### config.mk
export PLATFORM = sky130hd
export DESIGN_NAME = audio_sample_scheduler
export DESIGN_NICKNAME = d
export VERILOG_FILES = /design/src/rtl/audio_sample_scheduler_pkg.sv /design/src/rtl/audio_sample_fifo.sv /design/src/rtl/audio_sample_scheduler.sv
export SDC_FILE = /design/constraint.sdc
export NUM_CORES = 1
export LEC_CHECK = 0
export ABC_AREA = 1
export BUFFER_PORTS_ARGS = -buffer_cell sky130_fd_sc_hd__buf_2
export CELL_PAD_IN_SITES_DETAIL_PLACEMENT = 0
export CELL_PAD_IN_SITES_GLOBAL_PLACEMENT = 2
export CORE_ASPECT_RATIO = 0.5
export CORE_MARGIN = 2
export CORE_UTILIZATION = 41
export DETAILED_ROUTE_END_ITERATION = 10
export GPL_ROUTABILITY_DRIVEN = 0
export PLACE_DENSITY = 0.83
export SYNTH_ARGS = -nofsm -noshare
export SYNTH_HDL_FRONTEND = slang
export SYNTH_SLANG_ARGS = --single-unit
### constraint.sdc
create_clock -name clk_pixel -period 5.7 [get_ports clk_pixel]
set_clock_uncertainty 0.1 [all_clocks]
set_input_delay 1.425 -clock clk_pixel [delete_from_list [all_inputs] [get_ports clk_pixel]]
set_output_delay 1.425 -clock clk_pixel [all_outputs]
set_load 0.05 [all_outputs]
### src/rtl/audio_sample_scheduler_pkg.sv
// Shared types for the audio sample scheduler: stereo word, scheduler states and accumulator sizing.
package audio_pkg;

  localparam int AUDIO_W = 16;

  typedef struct packed {
    logic [AUDIO_W-1:0] l;
    logic [AUDIO_W-1:0] r;
  } stereo_sample_t;

  typedef enum logic [1:0] {IDLE, FETCH, PUSH} sched_state_t;

  // Bits needed so acc + rate never wraps before the wrap-around compare.
  function automatic int tick_acc_width(input longint clk_hz, input longint rate);
    return $clog2(clk_hz + rate);
  endfunction

endpackage

### src/rtl/audio_sample_fifo.sv
// Small synchronous FIFO of stereo words; head is read straight from flops and a pop frees a slot
// for a push in the same cycle, so a full FIFO that is being drained never refuses a write.
module audio_sample_fifo
  import audio_pkg::*;
#(
  parameter int DEPTH = 4
) (
  input  logic           clk_pixel,
  input  logic           rst_n,
  input  logic           push,
  input  stereo_sample_t push_dat,
  input  logic           pop,
  output logic           full,
  output logic           empty,
  output stereo_sample_t head
);

  localparam int PTR_W = $clog2(DEPTH);
  localparam logic [PTR_W:0] DEPTH_CNT = (PTR_W + 1)'(DEPTH);

  stereo_sample_t   mem [DEPTH];
  logic [PTR_W-1:0] wr_ptr;
  logic [PTR_W-1:0] rd_ptr;
  logic [PTR_W:0]   count;
  logic             wr_en;
  logic             rd_en;

  assign empty = (count == '0);
  assign full  = (count == DEPTH_CNT);
  assign rd_en = pop && !empty;
  assign wr_en = push && (!full || rd_en);
  assign head  = mem[rd_ptr];

  always_ff @(posedge clk_pixel or negedge rst_n) begin
    if (!rst_n) begin
      for (int i = 0; i < DEPTH; i++) mem[i] <= '0;
      wr_ptr <= '0;
      rd_ptr <= '0;
      count  <= '0;
    end else begin
      if (wr_en) begin
        mem[wr_ptr] <= push_dat;
        wr_ptr      <= wr_ptr + 1'b1;
      end
      if (rd_en) rd_ptr <= rd_ptr + 1'b1;
      case ({wr_en, rd_en})
        2'b10:   count <= count + 1'b1;
        2'b01:   count <= count - 1'b1;
        default: count <= count;
      endcase
    end
  end

endmodule

### src/rtl/audio_sample_scheduler.sv
// Derives the audio sample cadence from clk_pixel, steps the tone generator once per sample and
// buffers the stereo word for the packetizer; tick to out_valid is 4 cycles with an immediate generator.
module audio_sample_scheduler
  import audio_pkg::*;
#(
  parameter int AUDIO_BIT_WIDTH = 16,
  parameter int CLK_FREQ_HZ     = 25200000,
  parameter int SAMPLE_RATE     = 48000,
  parameter int TIMEOUT_CYCLES  = 16,
  parameter int FIFO_DEPTH      = 4
) (
  input  logic                       clk_pixel,
  input  logic                       rst_n,
  input  logic                       enable,
  input  logic                       clr_status,
  output logic                       gen_step,
  input  logic                       gen_valid,
  input  logic [AUDIO_BIT_WIDTH-1:0] gen_sample_l,
  input  logic [AUDIO_BIT_WIDTH-1:0] gen_sample_r,
  output logic                       out_valid,
  input  logic                       out_ready,
  output logic [AUDIO_BIT_WIDTH-1:0] out_sample_l,
  output logic [AUDIO_BIT_WIDTH-1:0] out_sample_r,
  output logic                       sample_tick,
  output logic                       overflow,
  output logic                       timeout,
  output logic [7:0]                 drop_count
);

  localparam int          ACC_NEED = tick_acc_width(CLK_FREQ_HZ, SAMPLE_RATE);
  localparam logic [31:0] RATE32   = 32'(SAMPLE_RATE);
  localparam logic [31:0] CLK32    = 32'(CLK_FREQ_HZ);
  localparam int          CNT_W    = $clog2(TIMEOUT_CYCLES + 1);
  localparam logic [CNT_W-1:0] CNT_INIT = CNT_W'(TIMEOUT_CYCLES);

  if (ACC_NEED > 32 || AUDIO_BIT_WIDTH != AUDIO_W) begin : g_bad_cfg
    $error("audio_sample_scheduler: unsupported parameter set");
  end

  // Fractional cadence: wrapping by CLK_FREQ_HZ keeps the remainder, so the rate never drifts.
  logic [31:0] acc;
  logic [31:0] acc_sum;
  assign acc_sum = acc + RATE32;

  always_ff @(posedge clk_pixel or negedge rst_n) begin
    if (!rst_n) begin
      acc         <= '0;
      sample_tick <= 1'b0;
    end else if (acc_sum >= CLK32) begin
      acc         <= acc_sum - CLK32;
      sample_tick <= 1'b1;
    end else begin
      acc         <= acc_sum;
      sample_tick <= 1'b0;
    end
  end

  sched_state_t     state, state_nxt;
  logic [CNT_W-1:0] tmo_cnt;
  logic             step_nxt, load_cnt, capture, tmo_evt, mute_evt, push, tick_drop;
  logic             push_mute;
  stereo_sample_t   gen_dat, hold, push_dat, head;
  logic             fifo_full, fifo_empty, pop, fifo_drop;

  assign gen_dat.l = gen_sample_l;
  assign gen_dat.r = gen_sample_r;

  always_ff @(posedge clk_pixel or negedge rst_n) begin
    if (!rst_n) state <= IDLE;
    else        state <= state_nxt;
  end

  always_comb begin
    state_nxt = state;
    step_nxt  = 1'b0;
    load_cnt  = 1'b0;
    capture   = 1'b0;
    tmo_evt   = 1'b0;
    mute_evt  = 1'b0;
    push      = 1'b0;
    tick_drop = 1'b0;
    case (state)
      IDLE: begin
        if (sample_tick && enable) begin
          state_nxt = FETCH;
          step_nxt  = 1'b1;
          load_cnt  = 1'b1;
        end else if (sample_tick) begin
          state_nxt = PUSH;
          mute_evt  = 1'b1;
        end
      end
      FETCH: begin
        tick_drop = sample_tick;
        // gen_valid during the step cycle itself still belongs to the previous sample.
        if (gen_valid && !gen_step) begin
          capture   = 1'b1;
          state_nxt = PUSH;
        end else if (tmo_cnt <= CNT_W'(1)) begin
          tmo_evt   = 1'b1;
          state_nxt = PUSH;
        end
      end
      PUSH: begin
        tick_drop = sample_tick;
        push      = 1'b1;
        state_nxt = IDLE;
      end
      default: state_nxt = IDLE;
    endcase
  end

  always_ff @(posedge clk_pixel or negedge rst_n) begin
    if (!rst_n) begin
      gen_step  <= 1'b0;
      tmo_cnt   <= '0;
      hold      <= '0;
      push_mute <= 1'b0;
    end else begin
      gen_step <= step_nxt;
      if (load_cnt)                             tmo_cnt <= CNT_INIT;
      else if (state == FETCH && tmo_cnt != '0) tmo_cnt <= tmo_cnt - 1'b1;
      if (capture) hold <= gen_dat;
      if (mute_evt)      push_mute <= 1'b1;
      else if (load_cnt) push_mute <= 1'b0;
    end
  end

  // A timeout leaves hold untouched, so the last good sample is repeated.
  assign push_dat = push_mute ? '0 : hold;

  assign pop       = out_valid && out_ready;
  assign fifo_drop = push && fifo_full && !pop;

  audio_sample_fifo #(.DEPTH(FIFO_DEPTH)) u_fifo (
    .clk_pixel (clk_pixel),
    .rst_n     (rst_n),
    .push      (push),
    .push_dat  (push_dat),
    .pop       (pop),
    .full      (fifo_full),
    .empty     (fifo_empty),
    .head      (head)
  );

  assign out_valid    = !fifo_empty;
  assign out_sample_l = head.l;
  assign out_sample_r = head.r;

  logic [1:0] drop_inc;
  logic [8:0] drop_sum;
  assign drop_inc = {1'b0, tick_drop} + {1'b0, fifo_drop};
  assign drop_sum = {1'b0, drop_count} + {7'd0, drop_inc};

  always_ff @(posedge clk_pixel or negedge rst_n) begin
    if (!rst_n) begin
      overflow   <= 1'b0;
      timeout    <= 1'b0;
      drop_count <= '0;
    end else if (clr_status) begin
      overflow   <= 1'b0;
      timeout    <= 1'b0;
      drop_count <= '0;
    end else begin
      if (drop_inc != 2'd0) overflow <= 1'b1;
      if (tmo_evt)          timeout  <= 1'b1;
      drop_count <= drop_sum[8] ? 8'hFF : drop_sum[7:0];
    end
  end

endmodule
==> qor_table.md, run 1 <==
| Metric | This run | Unit |
|:---|:---|:---|
| Final setup violation count | 0 | - |
| DRC viols | 0 | - |
| Worst slew margin | 0.272 | - |
| Number of enable-type register cells in the synthesized netlist | 0 | - |
| Flip-flop cell with the highest count after synthesis | dfrtp_1 | - |
| Core Region | 26,500 | um^2 |
| H-tree levels | 1 | - |
| Worst Setup Path Type | flop to output pin | - |
| Setup ws final | 1.60 | ns |
| Post-CTS Hold Fix Bufs | 0 | - |
| Pwr/cell area | 358 | nW/um^2 |
| Violation count after the first detailed-routing iteration | 377 | - |
| Share of cell area taken by muxes after synthesis | 0.130 | - |
| Unrepaired setup endpoints after global routing | false | - |
| Fraction of layout instances using a drive strength above 1 | 0.250 | - |
| Area growth from synthesis to layout | 14.2 | % |
| Starting utilization of the core area | 0.419 | - |
| Maximum number of buffers from clock root to sink | 3 | - |
| Area share of xor/xnor cells in the synthesized design | 0.0189 | - |
| Fin. max-slew vios | 0 | - |
| Fin nets | 1,375 | - |
| Ys async rst share | 1.00 | - |
| Wirelength per Cell | 15.7 | um |
| Data required time of the critical path | 4.18 | ns |
| Antenna violations before repair | 0 | - |
| Floorplan die width | 237 | um |
| Critical Path Start Type | flop | - |
| Number of standard cells in the layout, taps in and fillers out | 1,686 | - |
| Largest net degree at the start of global routing | 106 | - |
| VDD IR-drop max | 0.000192 | V |
| Number of global-route vias before repair | 8,507 | - |
| Number of placed I/O pins | 83 | - |
| Class of the tightest hold or removal check | flop to flop | - |
| P_leak | 0.00660 | uW |
| Resized cells post-CTS | 0 | - |
| Area share of and/or/nand/nor cells after synthesis | 0.207 | - |
| Max Fanout on Critical Path | 18 | - |
| Fraction of the core area covered by cells at the end of the flow | 0.479 | - |
| Peak Freq | 244 | MHz |
| Post-Syn Area | 11,100 | um^2 |
| Post-Synth Adder-Cell Area | 0.0216 | - |
| Antenna Cells | 0 | - |
| CP Data Arrival Time | 2.57 | ns |
| Amount of wire on met2 after detailed routing | 12,700 | um |
| Compound-cell area share of the yosys netlist | 0.0804 | - |
| Hold Vio Cnt, Final | 0 | - |
| Result of the run | finished, final reports clean | - |
| Minimum period implied by the final worst setup slack | 4.10 | ns |
| Total overflow reported by the global router | 0 | - |
| Cells along the critical path | buf_4, inv_1, buf_4, o21ai_0, o22ai_1, buf_2 | - |
| Clock tree sinks | 212 | - |
| Post-synthesis cell count | 1,247 | - |
| Detailed placement HPWL | 17,700 | um |
| Post-route fraction of the period consumed by the critical path | 0.719 | - |
| Max-Cap Viols | 0 | - |
| Area of the die | 28,600 | um^2 |
| Sequential-to-total area share from yosys stat | 0.477 | - |
| Die Ht | 120 | um |
| Num CTS Buffers | 22 | - |
| Final TNS setup | 0 | ns |
| Initial DRT Pass Iterations | 4 | - |
| Flops & latches, synth | 212 | - |
| Kind of capture point of the worst setup path | output pin | - |
| Library cell appearing most often on the critical path | buf_4 | - |
| FP Rows | 42 | - |
| Commonest non-fill, non-tap cells in the layout | dfrtp_1 (210), nand2_1 (196), nor2_1 (173) | - |
| Placed cell count | 1,647 | - |
| Ratio of routed vias to standard cells | 4.99 | - |
| Transition time at the pin with the least slew margin | 1.09 | ns |
| Overall fraction of global-route tracks in use | 0.194 | - |
| Most common cell after layout, fill and taps aside | dfrtp_1 | - |
| Combinational family with the most area after synthesis | simple AND/OR/NAND/NOR gates | - |
| Remaining antenna violation count | 0 | - |
| Dpl ws | 1.72 | ns |
| CTS clock-pin slew for the worst setup and hold paths | 0.06 | ns |
| Post-Synthesis Mean Instance Area | 8.92 | um^2 |
| Buffers added on ports | 82 | - |
| Setup fix buffers added after clock tree synthesis | 0 | - |
| Clock insertion delay at the later pin of the skew report | 0.52 | ns |
| Synth Warn # | 0 | - |
| Cell with the biggest individual delay on the critical path | dfrtp_1 | - |
| Largest stage delay on the critical path | 0.62 | ns |
| Clock tree from TritonCTS | done | - |
| Synth Net Count | 1,303 | - |
| First-pass GRT wire length | 44,100 | um |
| Routed Wire Length | 26,400 | um |
| Master cell of the clock root buffer | clkbuf_16 | - |
| Distinct cell type count of the synthesized netlist | 36 | - |
| Uppermost layer routed | met4 | - |
| Metal3 WL | 795 | um |
| Overall via count from detail_route | 8,413 | - |
| Detailed-route wire length on metal 1 | 12,600 | um |
[critical path: cells and delay by family, from the launching register on]
kind | cells | cell delay (ns)
flip-flops | 1 | 0.62
AO/OA/AOI/OAI | 2 | 0.42
buffers and inverters | 4 | 1.01
[logic make-up after synthesis]
| group | Yosys count |
|---|---|
| DFF | 212 |
| adders and majority gates | 18 |
| muxes | 129 |
| AOI/OAI and AO/OA | 168 |
| buffers and inverters | 184 |
| xor gates and xnor gates | 24 |
| and+or+nand+nor | 512 |
[area by class of cell]
type | count | area (um^2)
Inverter | 137 | 514
Clock inverter | 10 | 193
Tap cell | 352 | 440
Multi-Input combinational cell | 851 | 5120
Clock buffer | 29 | 617
Timing Repair Buffer | 95 | 517
Fill cell | 2549 | 13800
Sequential cell | 212 | 5310
[layer usage]
layer	up-vias	global-route usage
met4	0	0.0372
met5	-	0
met2	92	0.339
li1	4204	-
met3	28	0.0297
met1	4089	0.258
[path summary, 6_finish.rpt]
| kind | from | end | slack, ns | cells after the start |
|---|---|---|---|---|
| max | u_fifo.rd_ptr[1] | out_sample_r[6] | 1.60 | 6 |
| max reg2reg | state[0] | drop_count[3] | 2.61 | 14 |
| min | tmo_cnt[4] | tmo_cnt[4] | 0.40 | 1 |
| max in group asynchronous | rst_n | u_fifo.mem[68] | 3.49 | 2 |
| min in group asynchronous | rst_n | acc[12] | 0.89 | 1 |
| min reg2reg | tmo_cnt[4] | tmo_cnt[4] | 0.40 | 1 |
[power by group]
part	switching, uW	total [uW]	internal [uW]
Sequential	32.0	1560	1520
Clock	619	1610	992
Combinational	1070	1390	323
Total	1720	4560	2840
[synthesized netlist by cell type, types with 2 or more instances]
| cell | count | area share |
|---|---|---|
| dfrtp_1 | 212 | 0.48 |
| nand2_4 | 3 | 0.0030 |
| inv_1 | 128 | 0.043 |
| mux2_2 | 128 | 0.13 |
| nor2_2 | 8 | 0.0045 |
| xnor2_1 | 2 | 0.0016 |
| nor2_4 | 8 | 0.0081 |
| nand3b_1 | 13 | 0.0088 |
| buf_6 | 2 | 0.0020 |
| nor2_1 | 177 | 0.060 |
| nand2_1 | 196 | 0.066 |
| o22ai_1 | 32 | 0.018 |
| nand3_2 | 3 | 0.0027 |
| xor2_1 | 22 | 0.017 |
| nand3_1 | 54 | 0.024 |
| fa_1 | 2 | 0.0036 |
| nand2_2 | 31 | 0.017 |
| clkbuf_1 | 43 | 0.015 |
| a21oi_1 | 51 | 0.023 |
| nor3_1 | 10 | 0.0045 |
| a21oi_2 | 2 | 0.0016 |
| a31oi_1 | 3 | 0.0017 |
| o21ai_0 | 78 | 0.035 |
| inv_2 | 9 | 0.0030 |
| nand4_1 | 4 | 0.0022 |
| ha_1 | 16 | 0.018 |
[through the flow]
stage,area (um^2),total power (uW),hold slack (ns)
finish,12700,4560,0.399
global route,12700,4780,0.413
CTS,12700,4620,0.402
detailed placement,11900,2990,0.390
global placement,11900,2990,0.377
floorplan,11100,2610,0.356
[registers in the layout, summed over array words and instances (netlist names), 2 cells and up]
name           count
acc               25
tmo_cnt            5
u_fifo.wr_ptr      2
hold              32
drop_count         8
u_fifo.mem       128
state              2
u_fifo.count       3
u_fifo.rd_ptr      2
Power figures use the tool's default switching activity.
==> run 2, diff against run 1 <==
- CORE_UTILIZATION: 41 -> 34
- PLACE_DENSITY: 0.83 -> 0.73
- clock period: 5.7 -> 3.76 ns (I/O delays scaled with it)
==> run 2 against run 1 <==
Die area grew 20%. Global-route usage fell by 2.7 points. Wire length increased by 6.4%. Non-clock buffer count is 7 higher. Power grew 46%. Clock power grew 34%. Critical path depth fell by 1. Utilization shrank 7.8 points. Hold slack worse by 0.085 ns. Sequential share of layout area is 0.31 points lower. First-iteration DRC count shrank 21%. Critical path type unchanged. Largest power group is now registers.
==> qor_table.md, run 2 (synthesis gave the netlist of run 1 again) <==
| Metric | This run | Unit |
|:---|:---|:---|
| Max FFs per register | 128 | - |
| Final TNS setup | 0 | ns |
| Data required time of the critical path | 2.72 | ns |
| Max Fanout on Critical Path | 40 | - |
| Detailed placement HPWL | 19,000 | um |
| Starting utilization of the core area | 0.348 | - |
| Setup fix buffers added after clock tree synthesis | 0 | - |
| Power share of the clock group | 0.322 | - |
| Worst Setup Path Type | flop to output pin | - |
| Area growth from synthesis to layout | 15.1 | % |
| Placed cell count | 1,734 | - |
| Peak Freq | 306 | MHz |
| Number of global-route vias before repair | 8,797 | - |
| Terminus of the critical flop-to-flop path | acc[15] | - |
| Fraction of power consumed by sequential logic | 0.355 | - |
| CTS clock-pin slew for the worst setup and hold paths | 0.07 | ns |
| Fraction of layout instances using a drive strength above 1 | 0.255 | - |
| Maximum number of buffers from clock root to sink | 3 | - |
| Cell with the biggest individual delay on the critical path | dfrtp_2 | - |
| Length in cells of the worst reg-to-reg path | 15 | - |
| Minimum period implied by the final worst setup slack | 3.26 | ns |
| NetSw | 2670 | uW |
| Antenna Cells | 0 | - |
| P_leak | 0.00660 | uW |
| Overall fraction of global-route tracks in use | 0.167 | - |
| Filler cell count | 3,270 | - |
| Post-CTS Hold Fix Bufs | 0 | - |
| Overall via count from detail_route | 8,421 | - |
| Total placed instance area | 12,100 | um^2 |
| Fin nets | 1,382 | - |
| Number of placed I/O pins | 83 | - |
| FP Rows | 46 | - |
| Registers with the most flip-flops | u_fifo.mem: 128 flops, hold: 32 flops, acc: 25 flops | - |
| H-tree levels | 1 | - |
| Buffers added on ports | 82 | - |
| DRC viols | 0 | - |
| Initial DRT Pass Iterations | 4 | - |
| Critical Path Start Type | flop | - |
| Max-Cap Viols | 0 | - |
| Cells along the critical path | inv_2, buf_4, o21ai_0, o22ai_1, buf_2 | - |
| Combinational Power Share | 0.322 | - |
| Core Region | 31,900 | um^2 |
| Die Ht | 132 | um |
| Num CTS Buffers | 22 | - |
| Unrepaired setup endpoints after global routing | false | - |
| Reg2Reg Setup Slack | 0.73 | ns |
| Largest net degree at the start of global routing | 92 | - |
| CP Data Arrival Time | 2.22 | ns |
| Antenna violations before repair | 0 | - |
| Wirelength per Cell | 15.8 | um |
| Largest stage delay on the critical path | 0.53 | ns |
| Internal Dissipation | 4000 | uW |
| Hold Vio Cnt, Final | 0 | - |
| R2R Path Start | acc[7] | - |
| Routed Wire Length | 28,100 | um |
| Transition time at the pin with the least slew margin | 0.860 | ns |
| Clock insertion delay at the later pin of the skew report | 0.53 | ns |
| Pwr/cell area | 521 | nW/um^2 |
| VDD IR-drop max | 0.000217 | V |
| Worst slew margin | 0.426 | - |
| Post-route fraction of the period consumed by the critical path | 0.868 | - |
| Number of standard cells in the layout, taps in and fillers out | 1,774 | - |
| Final setup violation count | 0 | - |
| Total overflow reported by the global router | 0 | - |
| Most common cell after layout, fill and taps aside | dfrtp_1 | - |
| Clock tree from TritonCTS | done | - |
| Largest register by flop count | u_fifo.mem | - |
| Ratio of routed vias to standard cells | 4.75 | - |
| Remaining antenna violation count | 0 | - |
| Master cell of the clock root buffer | clkbuf_16 | - |
| Violation count after the first detailed-routing iteration | 298 | - |
| Commonest non-fill, non-tap cells in the layout | dfrtp_1 (210), nand2_1 (196), nor2_1 (173) | - |
| Kind of capture point of the worst setup path | output pin | - |
| Class of the tightest hold or removal check | input port to async pin | - |
| Final design area excluding fillers | 12,800 | um^2 |
| Result of the run | finished, final reports clean | - |
| First-pass GRT wire length | 46,200 | um |
| Resized cells post-CTS | 0 | - |
| Area of the die | 34,300 | um^2 |
| Clock tree sinks | 212 | - |
| Net Sw Frac | 0.400 | - |
| Floorplan die width | 260 | um |
| Fin. max-slew vios | 0 | - |
run 2: cell types whose count changed in the layout (fill, tap and decap cells not counted), sizes merged:
cell      delta
clkinv       +4
inv          -1
clkinvlp     +2
bufinv       -5
buf          +8
run 2: metrics by stage:
step | setup slack (ns) | util | power (uW) | hold slack, ns
final | 0.497 | 0.401 | 6670 | 0.314
after global routing | 0.359 | 0.401 | 7010 | 0.360
after CTS | 0.451 | 0.401 | 6780 | 0.356
after detailed placement | 0.318 | 0.379 | 4600 | 0.390
after global placement | 0.307 | 0.379 | 4590 | 0.380
after floorplan | 0.677 | - | 3950 | 0.356
run 2: power by group through the flow:
stage,Sequential (uW),Clock (uW),Combinational [uW]
final,2370,2150,2150
after global routing,2380,2310,2330
after CTS,2370,2230,2180
after detailed placement,2420,0,2180
after global placement,2410,0,2180
after floorplan,2370,0,1580
run 2: worst max-delay path by stage:
stage / slack (ns) / cells past startpoint / from / endpoint
2_1_floorplan: 0.68 / 13 / out_ready / drop_count[3]
3_3_place_gp: 0.31 / 14 / out_ready / drop_count[3]
3_5_place_dp: 0.32 / 12 / out_ready / drop_count[5]
4_1_cts: 0.45 / 5 / u_fifo.rd_ptr[0] / out_sample_l[4]
5_1_grt: 0.36 / 5 / u_fifo.rd_ptr[0] / out_sample_l[4]
6_report: 0.50 / 5 / u_fifo.rd_ptr[0] / out_sample_l[4]
run 2: final cells by class:
type | instances | area [um^2] | area share
sequential | 212 | 5310 | 0.415
multi-input combinational | 851 | 5120 | 0.400
clock buffer | 30 | 631 | 0.0493
timing repair buffer | 102 | 621 | 0.0485
tap | 432 | 541 | 0.0422
inverter | 137 | 514 | 0.0402
clock inverter | 10 | 68.8 | 0.00537
run 2: routing by layer:
metal	GRT usage	up-vias	routed length, um	part of all wire
li1	-	4202	-	-
met1	0.215	4074	13000	0.46
met2	0.292	98	13700	0.49
met3	0.0277	47	748	0.027
met4	0.0393	0	646	0.023
met5	0	-	0	0
run 2: critical path, delay by kind of cell, from the launching register on:
family / cells / cell delay, ns
AOI/OAI and AO/OA: 2 / 0.35
buffers and inverters: 3 / 0.79
DFF: 1 / 0.53
==> run 3, diff against run 2 <==
- CORE_ASPECT_RATIO: 0.5 -> unset
==> run 3 against run 2 <==
Non-clock buffer count decreased by 1. Sequential cell count unchanged. Wire length increased by 0.63%. Die area decreased by 0.26%. Sequential share of layout area decreased by 0.61 points. Final area increased by 1.5%. Critical path type unchanged. Critical endpoint is now out_sample_l[14].
==> qor_table.md, run 3 (synthesis gave the netlist of run 1 again) <==
| Metric | This run | Unit |
|:---|:---|:---|
| Result of the run | finished, final reports clean | - |
| Largest stage delay on the critical path | 0.48 | ns |
| Die Ht | 185 | um |
| R2R Path Start | state[0] | - |
| Net Sw Frac | 0.383 | - |
| Routed Wire Length | 28,300 | um |
| Peak Freq | 293 | MHz |
| Kind of capture point of the worst setup path | output pin | - |
| Largest register by flop count | u_fifo.mem | - |
| Terminus of the critical flop-to-flop path | drop_count[3] | - |
| Combinational Power Share | 0.308 | - |
| Max Fanout on Critical Path | 17 | - |
| Critical Path Start Type | flop | - |
| FP Rows | 66 | - |
| Hold Vio Cnt, Final | 0 | - |
| Registers with the most flip-flops | u_fifo.mem: 128 flops, hold: 32 flops, acc: 25 flops | - |
| VDD IR-drop max | 0.000389 | V |
| Post-route fraction of the period consumed by the critical path | 0.908 | - |
| Max-Cap Viols | 0 | - |
| Setup fix buffers added after clock tree synthesis | 0 | - |
| Fraction of layout instances using a drive strength above 1 | 0.255 | - |
| Violation count after the first detailed-routing iteration | 379 | - |
| Worst slew margin | 0.520 | - |
| Internal Dissipation | 4390 | uW |
| Number of global-route vias before repair | 8,731 | - |
| Worst Setup Path Type | flop to output pin | - |
| Maximum number of buffers from clock root to sink | 3 | - |
| Max FFs per register | 128 | - |
| Total overflow reported by the global router | 0 | - |
| Largest net degree at the start of global routing | 81 | - |
| Number of placed I/O pins | 83 | - |
| Fraction of power consumed by sequential logic | 0.328 | - |
| Post-CTS Hold Fix Bufs | 0 | - |
| Final TNS setup | 0 | ns |
| Overall fraction of global-route tracks in use | 0.171 | - |
| Final Power | 7120 | uW |
| Antenna violations before repair | 0 | - |
| Ratio of routed vias to standard cells | 4.73 | - |
| Pwr/cell area | 548 | nW/um^2 |
| CTS clock-pin slew for the worst setup and hold paths | 0.06 | ns |
| Clock tree from TritonCTS | done | - |
| Power share of the clock group | 0.364 | - |
| Clock tree sinks | 212 | - |
| Unrepaired setup endpoints after global routing | false | - |
| P_leak | 0.00669 | uW |
| Most common cell after layout, fill and taps aside | dfrtp_1 | - |
| Number of standard cells in the layout, taps in and fillers out | 1,793 | - |
| Class of the tightest hold or removal check | input port to async pin | - |
| Dpl ws | 0.314 | ns |
| Buffers added on ports | 82 | - |
| Fin nets | 1,386 | - |
| Transition time at the pin with the least slew margin | 0.720 | ns |
| Area growth from synthesis to layout | 16.8 | % |
| Initial DRT Pass Iterations | 4 | - |
| Overall via count from detail_route | 8,485 | - |
| Detailed placement HPWL | 18,600 | um |
| Floorplan die width | 185 | um |
| Area of the die | 34,200 | um^2 |
| Core Region | 32,400 | um^2 |
| CP Data Arrival Time | 2.38 | ns |
| Reg2Reg Setup Slack | 0.69 | ns |
| Resized cells post-CTS | 0 | - |
| DRC viols | 0 | - |
| Num CTS Buffers | 27 | - |
| First-pass GRT wire length | 46,400 | um |
| Data required time of the critical path | 2.72 | ns |
| Critical path launch point | u_fifo.rd_ptr[1] | - |
| Minimum period implied by the final worst setup slack | 3.42 | ns |
| H-tree levels | 1 | - |
| Cell with the biggest individual delay on the critical path | inv_1 | - |
| Master cell of the clock root buffer | clkbuf_16 | - |
| Clock insertion delay at the later pin of the skew report | 0.55 | ns |
| Commonest non-fill, non-tap cells in the layout | dfrtp_1 (211), nand2_1 (196), nor2_1 (173) | - |
| NetSw | 2730 | uW |
| Cells along the critical path | inv_1, buf_12, o21ai_0, o22ai_1, buf_2 | - |
| Setup ws final | 0.345 | ns |
| Final setup violation count | 0 | - |
| Wirelength per Cell | 15.8 | um |
| Fin. max-slew vios | 0 | - |
| Remaining antenna violation count | 0 | - |
| Antenna Cells | 0 | - |
| Placed cell count | 1,743 | - |
| Length in cells of the worst reg-to-reg path | 14 | - |
| Starting utilization of the core area | 0.344 | - |
-- run 3: changes by cell type in the layout (fill, tap and decap cells not counted), moves of 2 or more --
cell        change
clkbuf_16       +5
clkbuf_1        +5
clkinv_2        -2
clkinvlp_4      -3
buf_12          -2
clkbuf_8        +4
nor2_2          -2
nor2_4          +2
-- run 3: cell type report --
cell class	instances	area (um^2)
tap	442	553
clock buffer	44	830
clock inverter	6	70.1
fill	3384	19400
sequential	212	5310
inverter	137	514
timing repair buffer	101	588
multi-input combinational	851	5130
-- run 3: worst max-delay path, delay by kind of cell, from the launching register on --
family | cells | cell delay, ns
buffers and inverters | 3 | 1.05
DFF | 1 | 0.37
AOI/OAI and AO/OA | 2 | 0.39
-- run 3: power by group through the flow --
stage / Sequential [uW] / Clock [uW] / Combinational [uW]
after global routing: 2330 / 2770 / 2380
after CTS: 2330 / 2670 / 2230
after global placement: 2370 / 0 / 2240
after floorplan: 2370 / 0 / 1580
after detailed placement: 2370 / 0 / 2220
final: 2330 / 2590 / 2200
-- run 3: worst max-delay path by stage --
stage | depth (start not counted) | endpoint | slack (ns)
2_1_floorplan | 13 | drop_count[3] | 0.68
3_3_place_gp | 14 | drop_count[3] | 0.30
3_5_place_dp | 14 | drop_count[3] | 0.31
4_1_cts | 4 | out_sample_l[13] | 0.31
5_1_grt | 4 | out_sample_l[12] | 0.21
6_report | 5 | out_sample_l[14] | 0.34
-- run 3: metrics by stage --
stage	cell area, um^2	hold WS [ns]	util
2_1_floorplan	11100	0.356	-
3_3_place_gp	12100	0.379	0.374
3_5_place_dp	12100	0.388	0.374
4_1_cts	13000	0.286	0.401
5_1_grt	13000	0.310	0.401
6_report	13000	0.257	0.401
-- run 3: routing by layer --
| metal | wire length, um | global-route usage | part of all wire | vias up |
|---|---|---|---|---|
| li1 | - | - | - | 4224 |
| met1 | 13400 | 0.229 | 0.47 | 4121 |
| met2 | 13400 | 0.292 | 0.47 | 102 |
| met3 | 1030 | 0.0269 | 0.036 | 38 |
| met4 | 492 | 0.0337 | 0.017 | 0 |
| met5 | 0 | 0 | 0 | - |
